==> src/rtl/alu_mul.sv <==
// Iterative radix-2 shift-add multiplier for RV64M (MUL/MULH/MULHSU/MULHU/MULW).
// Optional build macro MUL_EARLY_EXIT_EN: finish as soon as the remaining multiplier is zero.
module alu_mul #(
    parameter int XLEN          = 64,
    parameter int SEL_MUL_WIDTH = 3
) (
    input  logic                     clk,
    input  logic                     reset,
    input  logic [XLEN-1:0]          a,
    input  logic [XLEN-1:0]          b,
    input  logic [SEL_MUL_WIDTH-1:0] sig,
    input  logic                     stall,
    output logic [XLEN-1:0]          mul_c,
    output logic                     stall_this_alu_mul
);

    localparam int HALF  = XLEN / 2;
    localparam int CNT_W = $clog2(XLEN);

    localparam logic [SEL_MUL_WIDTH-1:0] SEL_NONE   = SEL_MUL_WIDTH'(0);
    localparam logic [SEL_MUL_WIDTH-1:0] SEL_MUL    = SEL_MUL_WIDTH'(1);
    localparam logic [SEL_MUL_WIDTH-1:0] SEL_MULH   = SEL_MUL_WIDTH'(2);
    localparam logic [SEL_MUL_WIDTH-1:0] SEL_MULHSU = SEL_MUL_WIDTH'(3);
    localparam logic [SEL_MUL_WIDTH-1:0] SEL_MULHU  = SEL_MUL_WIDTH'(4);
    localparam logic [SEL_MUL_WIDTH-1:0] SEL_MULW   = SEL_MUL_WIDTH'(5);

    typedef enum logic [1:0] {
        S_IDLE = 2'd0,
        S_BUSY = 2'd1,
        S_DONE = 2'd2
    } state_e;

    state_e state_q, state_d;

    logic [2*XLEN-1:0]        mc_q, mc_d;
    logic [XLEN-1:0]          mp_q, mp_d;
    logic [2*XLEN-1:0]        acc_q, acc_d;
    logic [CNT_W-1:0]         cnt_q, cnt_d;
    logic [SEL_MUL_WIDTH-1:0] op_q, op_d;
    logic                     neg_q, neg_d;
    logic [XLEN-1:0]          mul_c_q, mul_c_d;

    // ---------------- operand preparation at issue ----------------
    logic            issue;
    logic [XLEN-1:0] op_a, op_b, mag_a, mag_b;
    logic            a_signed, b_signed, a_neg, b_neg;

    assign issue = (sig != SEL_NONE);

    always_comb begin
        op_a = a;
        op_b = b;
        if (sig == SEL_MULW) begin
            op_a = {{HALF{a[HALF-1]}}, a[HALF-1:0]};
            op_b = {{HALF{b[HALF-1]}}, b[HALF-1:0]};
        end
        a_signed = (sig != SEL_MULHU);
        b_signed = (sig != SEL_MULHU) && (sig != SEL_MULHSU);
        a_neg    = a_signed && op_a[XLEN-1];
        b_neg    = b_signed && op_b[XLEN-1];
        // Two's-complement negate; the most negative value maps onto itself as an unsigned magnitude.
        mag_a    = a_neg ? (~op_a + XLEN'(1)) : op_a;
        mag_b    = b_neg ? (~op_b + XLEN'(1)) : op_b;
    end

    // ---------------- iteration datapath ----------------
    logic [2*XLEN-1:0] acc_sum, prod;
    logic [XLEN-1:0]   mp_nxt;
    logic [CNT_W-1:0]  last_cnt;
    logic              last_iter;
    logic [XLEN-1:0]   res;

    assign acc_sum  = acc_q + (mp_q[0] ? mc_q : '0);
    assign mp_nxt   = mp_q >> 1;
    assign last_cnt = (op_q == SEL_MULW) ? CNT_W'(HALF - 1) : CNT_W'(XLEN - 1);

`ifdef MUL_EARLY_EXIT_EN
    assign last_iter = (cnt_q == last_cnt) || (mp_nxt == '0);
`else
    assign last_iter = (cnt_q == last_cnt);
`endif

    // Sign is applied to the accumulator including this cycle's partial product.
    assign prod = neg_q ? (~acc_sum + (2*XLEN)'(1)) : acc_sum;

    always_comb begin
        case (op_q)
            SEL_MULH, SEL_MULHSU, SEL_MULHU: res = prod[2*XLEN-1:XLEN];
            SEL_MULW:                        res = {{HALF{prod[HALF-1]}}, prod[HALF-1:0]};
            default:                         res = prod[XLEN-1:0];
        endcase
    end

    // ---------------- FSM: state register ----------------
    always_ff @(posedge clk or negedge reset) begin
        if (!reset) state_q <= S_IDLE;
        else        state_q <= state_d;
    end

    // ---------------- FSM: next state ----------------
    always_comb begin
        state_d = state_q;
        case (state_q)
            S_IDLE:  if (issue)     state_d = S_BUSY;
            S_BUSY:  if (last_iter) state_d = S_DONE;
            S_DONE:  if (!stall)    state_d = S_IDLE;
            default:                state_d = S_IDLE;
        endcase
    end

    // ---------------- FSM: outputs ----------------
    // Low in DONE so a still-present sig cannot relaunch the same instruction.
    always_comb begin
        stall_this_alu_mul = 1'b0;
        if (reset) begin
            stall_this_alu_mul = ((state_q == S_IDLE) && issue) || (state_q == S_BUSY);
        end
    end

    // ---------------- datapath next state ----------------
    always_comb begin
        mc_d    = mc_q;
        mp_d    = mp_q;
        acc_d   = acc_q;
        cnt_d   = cnt_q;
        op_d    = op_q;
        neg_d   = neg_q;
        mul_c_d = mul_c_q;
        case (state_q)
            S_IDLE: begin
                if (issue) begin
                    mc_d  = {{XLEN{1'b0}}, mag_a};
                    mp_d  = mag_b;
                    acc_d = '0;
                    cnt_d = '0;
                    op_d  = sig;
                    neg_d = a_neg ^ b_neg;
                end
            end
            S_BUSY: begin
                acc_d = acc_sum;
                mc_d  = mc_q << 1;
                mp_d  = mp_nxt;
                cnt_d = cnt_q + CNT_W'(1);
                if (last_iter) mul_c_d = res;
            end
            default: ;
        endcase
    end

    always_ff @(posedge clk or negedge reset) begin
        if (!reset) begin
            mc_q    <= '0;
            mp_q    <= '0;
            acc_q   <= '0;
            cnt_q   <= '0;
            op_q    <= SEL_NONE;
            neg_q   <= 1'b0;
            mul_c_q <= '0;
        end else begin
            mc_q    <= mc_d;
            mp_q    <= mp_d;
            acc_q   <= acc_d;
            cnt_q   <= cnt_d;
            op_q    <= op_d;
            neg_q   <= neg_d;
            mul_c_q <= mul_c_d;
        end
    end

    assign mul_c = mul_c_q;

endmodule

==> config.mk <==
export PLATFORM = sky130hd
export DESIGN_NAME = alu_mul
export DESIGN_NICKNAME = d
export VERILOG_FILES = /design/src/rtl/alu_mul.sv
export SDC_FILE = /design/constraint.sdc
export NUM_CORES = 1
export LEC_CHECK = 0
export ABC_AREA = 1
export ABC_CLOCK_PERIOD_IN_PS = 4800
export CORE_MARGIN = 2
export CORE_UTILIZATION = 30
export DETAILED_ROUTE_END_ITERATION = 12
export PLACE_DENSITY = 0.42
export SLEW_MARGIN = 20
export SYNTH_ARGS = -nofsm -noshare
export SYNTH_HDL_FRONTEND = slang
export SYNTH_SLANG_ARGS = --single-unit
==> constraint.sdc <==
create_clock -name clk -period 4.8 [get_ports clk]
set_input_delay 1.2 -clock clk [delete_from_list [all_inputs] [get_ports clk]]
set_output_delay 1.2 -clock clk [all_outputs]
set_load 0.01 [all_outputs]
==> summary.txt <==
Status
  – Status: complete, no violations

Worst setup path
  – R2R setup slack: 0.12 ns
  – Worst Path Arrival: 5.29 ns
  – CP max-delay cell: dfrtp_4
  – FF-to-FF End: mul_c[56]$_DFFE_PN0P_
  – CP Data Required Time: 5.41 ns
  – Critical path type: reg -> reg
  – Max incr delay on CP: 0.51 ns
  – CP Capture Type: flip-flop
  – Reg2reg path depth: 27
  – Worst Setup Start Kind: flip-flop
  – WP buf/inv: 7
  – CP Max Fanout: 32
  – CP dominant cell by count: nand2_1
  – Cell family with the largest share of critical-path delay: simple AND/OR/NAND/NOR gates
  – Worst reg2reg startpoint: mp_q[0]$_DFFE_PN0P_

STA
  – Achievable Freq: 214 MHz
  – TNS Setup: 0 ns
  – Setup-failing EPs final: 0
  – Final worst slack: 0.116 ns
  – Min Tclk post-route: 4.68 ns
  – Clock skew: 0.0302 ns
  – Fin. Hold Viols: 0
  – Number of max-slew violations in the final report: 0
  – Final worst-path cycle share: 97.6%
  – Relative slew slack: 23.1%
  – RSZ-0062 raised after global routing: true
  – Worst slew pin tran: 1.15 ns

Logic synthesis
  – Asr flop ratio synth: 100%
  – Largest family of logic cells by synthesized area: simple AND/OR/NAND/NOR gates
  – Synth Flop Type: dfrtp_1
  – Synth top area cells: nand2_1 (27%), dfrtp_1 (25%), inv_1 (13%)
  – Cell taking the most area after synthesis: nand2_1
  – Compound-Gate Fraction of Synth Area: 10.7%
  – XOR/XNOR Fraction of Synth Area: 2.77%
  – Ys Warns: 0
  – Syn_area_per_cell: 5.52 um2
  – Syn Inst Count: 7,316
  – Top cell type's share of synthesized area: 26.8%
  – Simple-gate share of the synthesized area: 42.9%
  – Synth Cell Area: 0.0404 mm2
  – Synth cell types: 54
  – Yosys reg bits: 396
  – Seq/Total Area, Yosys: 24.5%
  – Syn Nets: 7,582
  – Mux contribution to synthesized area: 0%
  – Number of synthesized flops with an enable pin: 0
  – Adder-cell share of the synthesized area: 4.11%

Die
  – I/O pin count: 199
  – Die width: 371 um
  – Core Area: 0.134 mm2
  – Die area: 0.138 mm2
  – Cell Rows: 134
  – Die Y: 371 um
  – Initial Util: 30.2%

Drt
  – WL per Instance: 23.5 um
  – Final ANT Viol Nets: 0
  – Initial DRC count: 5,498
  – Via-to-Cell Ratio: 4.93
  – TritonRoute pass-1 iters: 7
  – Post-Route WL: 247 mm
  – Residual DRC count: 0
  – Via count: 51,713

Placed design
  – RD Place Congestion: 1.03
  – Post-DP HPWL: 209 mm
  – Port Buffers: 198
  – Worst slack, placed: -0.503 ns

Clock network
  – Total CTS buffers: 54
  – Sink Count: 396
  – TritonCTS clock tree: done
  – Worst skew pair latency: 0.69 ns
  – Reg clk slew, reported paths: 0.07 ns
  – H-tree levels: 2
  – Hold_buf cts: 0
  – Clk root buf: clkbuf_16
  – Clock buffer depth: 3

Global route
  – Vias in the first global route: 48,666
  – Initial antenna violation count: 20
  – GR Overflow Total: 0
  – Gr usage total: 35.0%
  – Wire length of the first global-routing pass: 344 mm
  – Largest net degree at the start of global routing: 140

Final layout
  – Nets: 8,948
  – Share of cells above drive strength 1: 22.2%
  – Register cell area after layout: 0.00992 mm2
  – Area of the multi-input gates: 0.0263 mm2
  – Area Growth Syn to Fin: 43.6%
  – Fillcell total: 14,805

Min path
  – Hold Path Cell Cnt: 2
  – Worst min-delay path category: reg -> reg
  – Worst hold start: mp_q[22]$_DFFE_PN0P_
  – Hold Path End: mp_q[21]$_DFFE_PN0P_

Flow run
  – Max_cap viols: 0
[tightest hold or removal path, cell delays in order, from the launching register on]
cell	delay, ns
dfrtp_1	0.34
nand2_1	0.05
o221ai_1	0.05
[layer usage]
layer / track usage [%] / part of all wire, % / up-vias
li1: - / - / 25158
met1: 50.1 / 47 / 24550
met2: 53.1 / 42 / 1742
met3: 6.40 / 7.7 / 259
met4: 10.2 / 3.4 / 4
met5: 0 / 0.0097 / -
[through the flow]
stage,cell area (um2),util [%],hold WS [ns],std cells
floorplan,40400,-,0.453,7316
global route,58000,43.4,0.512,10495
finish,58000,43.4,0.485,10496
detailed placement,54100,40.5,0.474,10380
global placement,54100,40.5,0.469,10380
CTS,56400,42.2,0.488,10480
[synth_stat cells, drive strengths merged (28+ instances only)]
| master | instances |
|---|---|
| nand2 | 2905 |
| o22ai | 67 |
| nor3 | 67 |
| a21oi | 220 |
| o221ai | 66 |
| xnor2 | 43 |
| clkbuf | 138 |
| nand3 | 409 |
| xor2 | 84 |
| inv | 1442 |
| nor2 | 801 |
| dfrtp | 396 |
| o211ai | 55 |
| ha | 131 |
| buf | 28 |
| nand4 | 69 |
| o21ai | 296 |
[worst max path at each step]
stage	from	endpoint	cells after the start
after floorplan	sig[1]	stall_this_alu_mul	9
after global placement	mp_q[0]$_DFFE_PN0P_	mul_c[44]$_DFFE_PN0P_	30
after detailed placement	mp_q[0]$_DFFE_PN0P_	mul_c[12]$_DFFE_PN0P_	29
after CTS	mp_q[0]$_DFFE_PN0P_	mul_c[37]$_DFFE_PN0P_	27
after global routing	mp_q[0]$_DFFE_PN0P_	mul_c[46]$_DFFE_PN0P_	31
final	mp_q[0]$_DFFE_PN0P_	mul_c[56]$_DFFE_PN0P_	27
[repair_timing]
item / CTS / global route
endpoints found under the setup margin: 62 / 62
gates resized for setup: 118 / 427
buffers inserted: 1 / 13
pin swaps: 5 / 41
[cells by family (layout without fill, tap and decap cells)]
kind of cell | Yosys count | count (layout)
adders and majority gates | 132 | 132
DFF | 396 | 396
xor gates and xnor gates | 127 | 127
AOI/OAI and AO/OA | 744 | 744
other | 0 | 3
and+or+nand+nor | 4302 | 4302
buffers and inverters | 1615 | 3024
[sequential cells by signal (all words and copies together) (netlist names)]
name     cells
acc_q      128
cnt_q        6
mul_c       64
mp_q        64
state_q      2
mc_q       128
op_q         3
neg_q        1
[cell type report]
type	count	share of cell area, %
Multi-Input combinational cell	5305	45.4
Timing Repair Buffer	1476	21.0
Sequential cell	396	17.1
Inverter	1449	9.40
Tap cell	1768	3.81
Clock buffer	67	2.52
Clock inverter	32	0.770
Antenna cell	3	0.0129
[layout by cell type, fill, tap and decap left out, types with 55 or more instances in the layout]
master,Yosys,layout
xor2_1,84,81
inv_1,1414,1404
dfrtp_1,396,393
buf_4,1,1226
nand3_1,396,368
nor2_2,41,144
a21oi_1,219,179
nor3_1,65,57
o221ai_1,66,66
o211ai_1,55,55
nand2_1,2884,2729
nand2_2,19,156
nor2_1,756,602
clkdlybuf4s50_1,0,197
nand4_1,69,69
ha_1,131,101
o22ai_1,67,67
o21ai_0,283,269
Power is not shown: default switching activity piles up to over one toggle a cycle in this logic, so the estimate is an artifact.
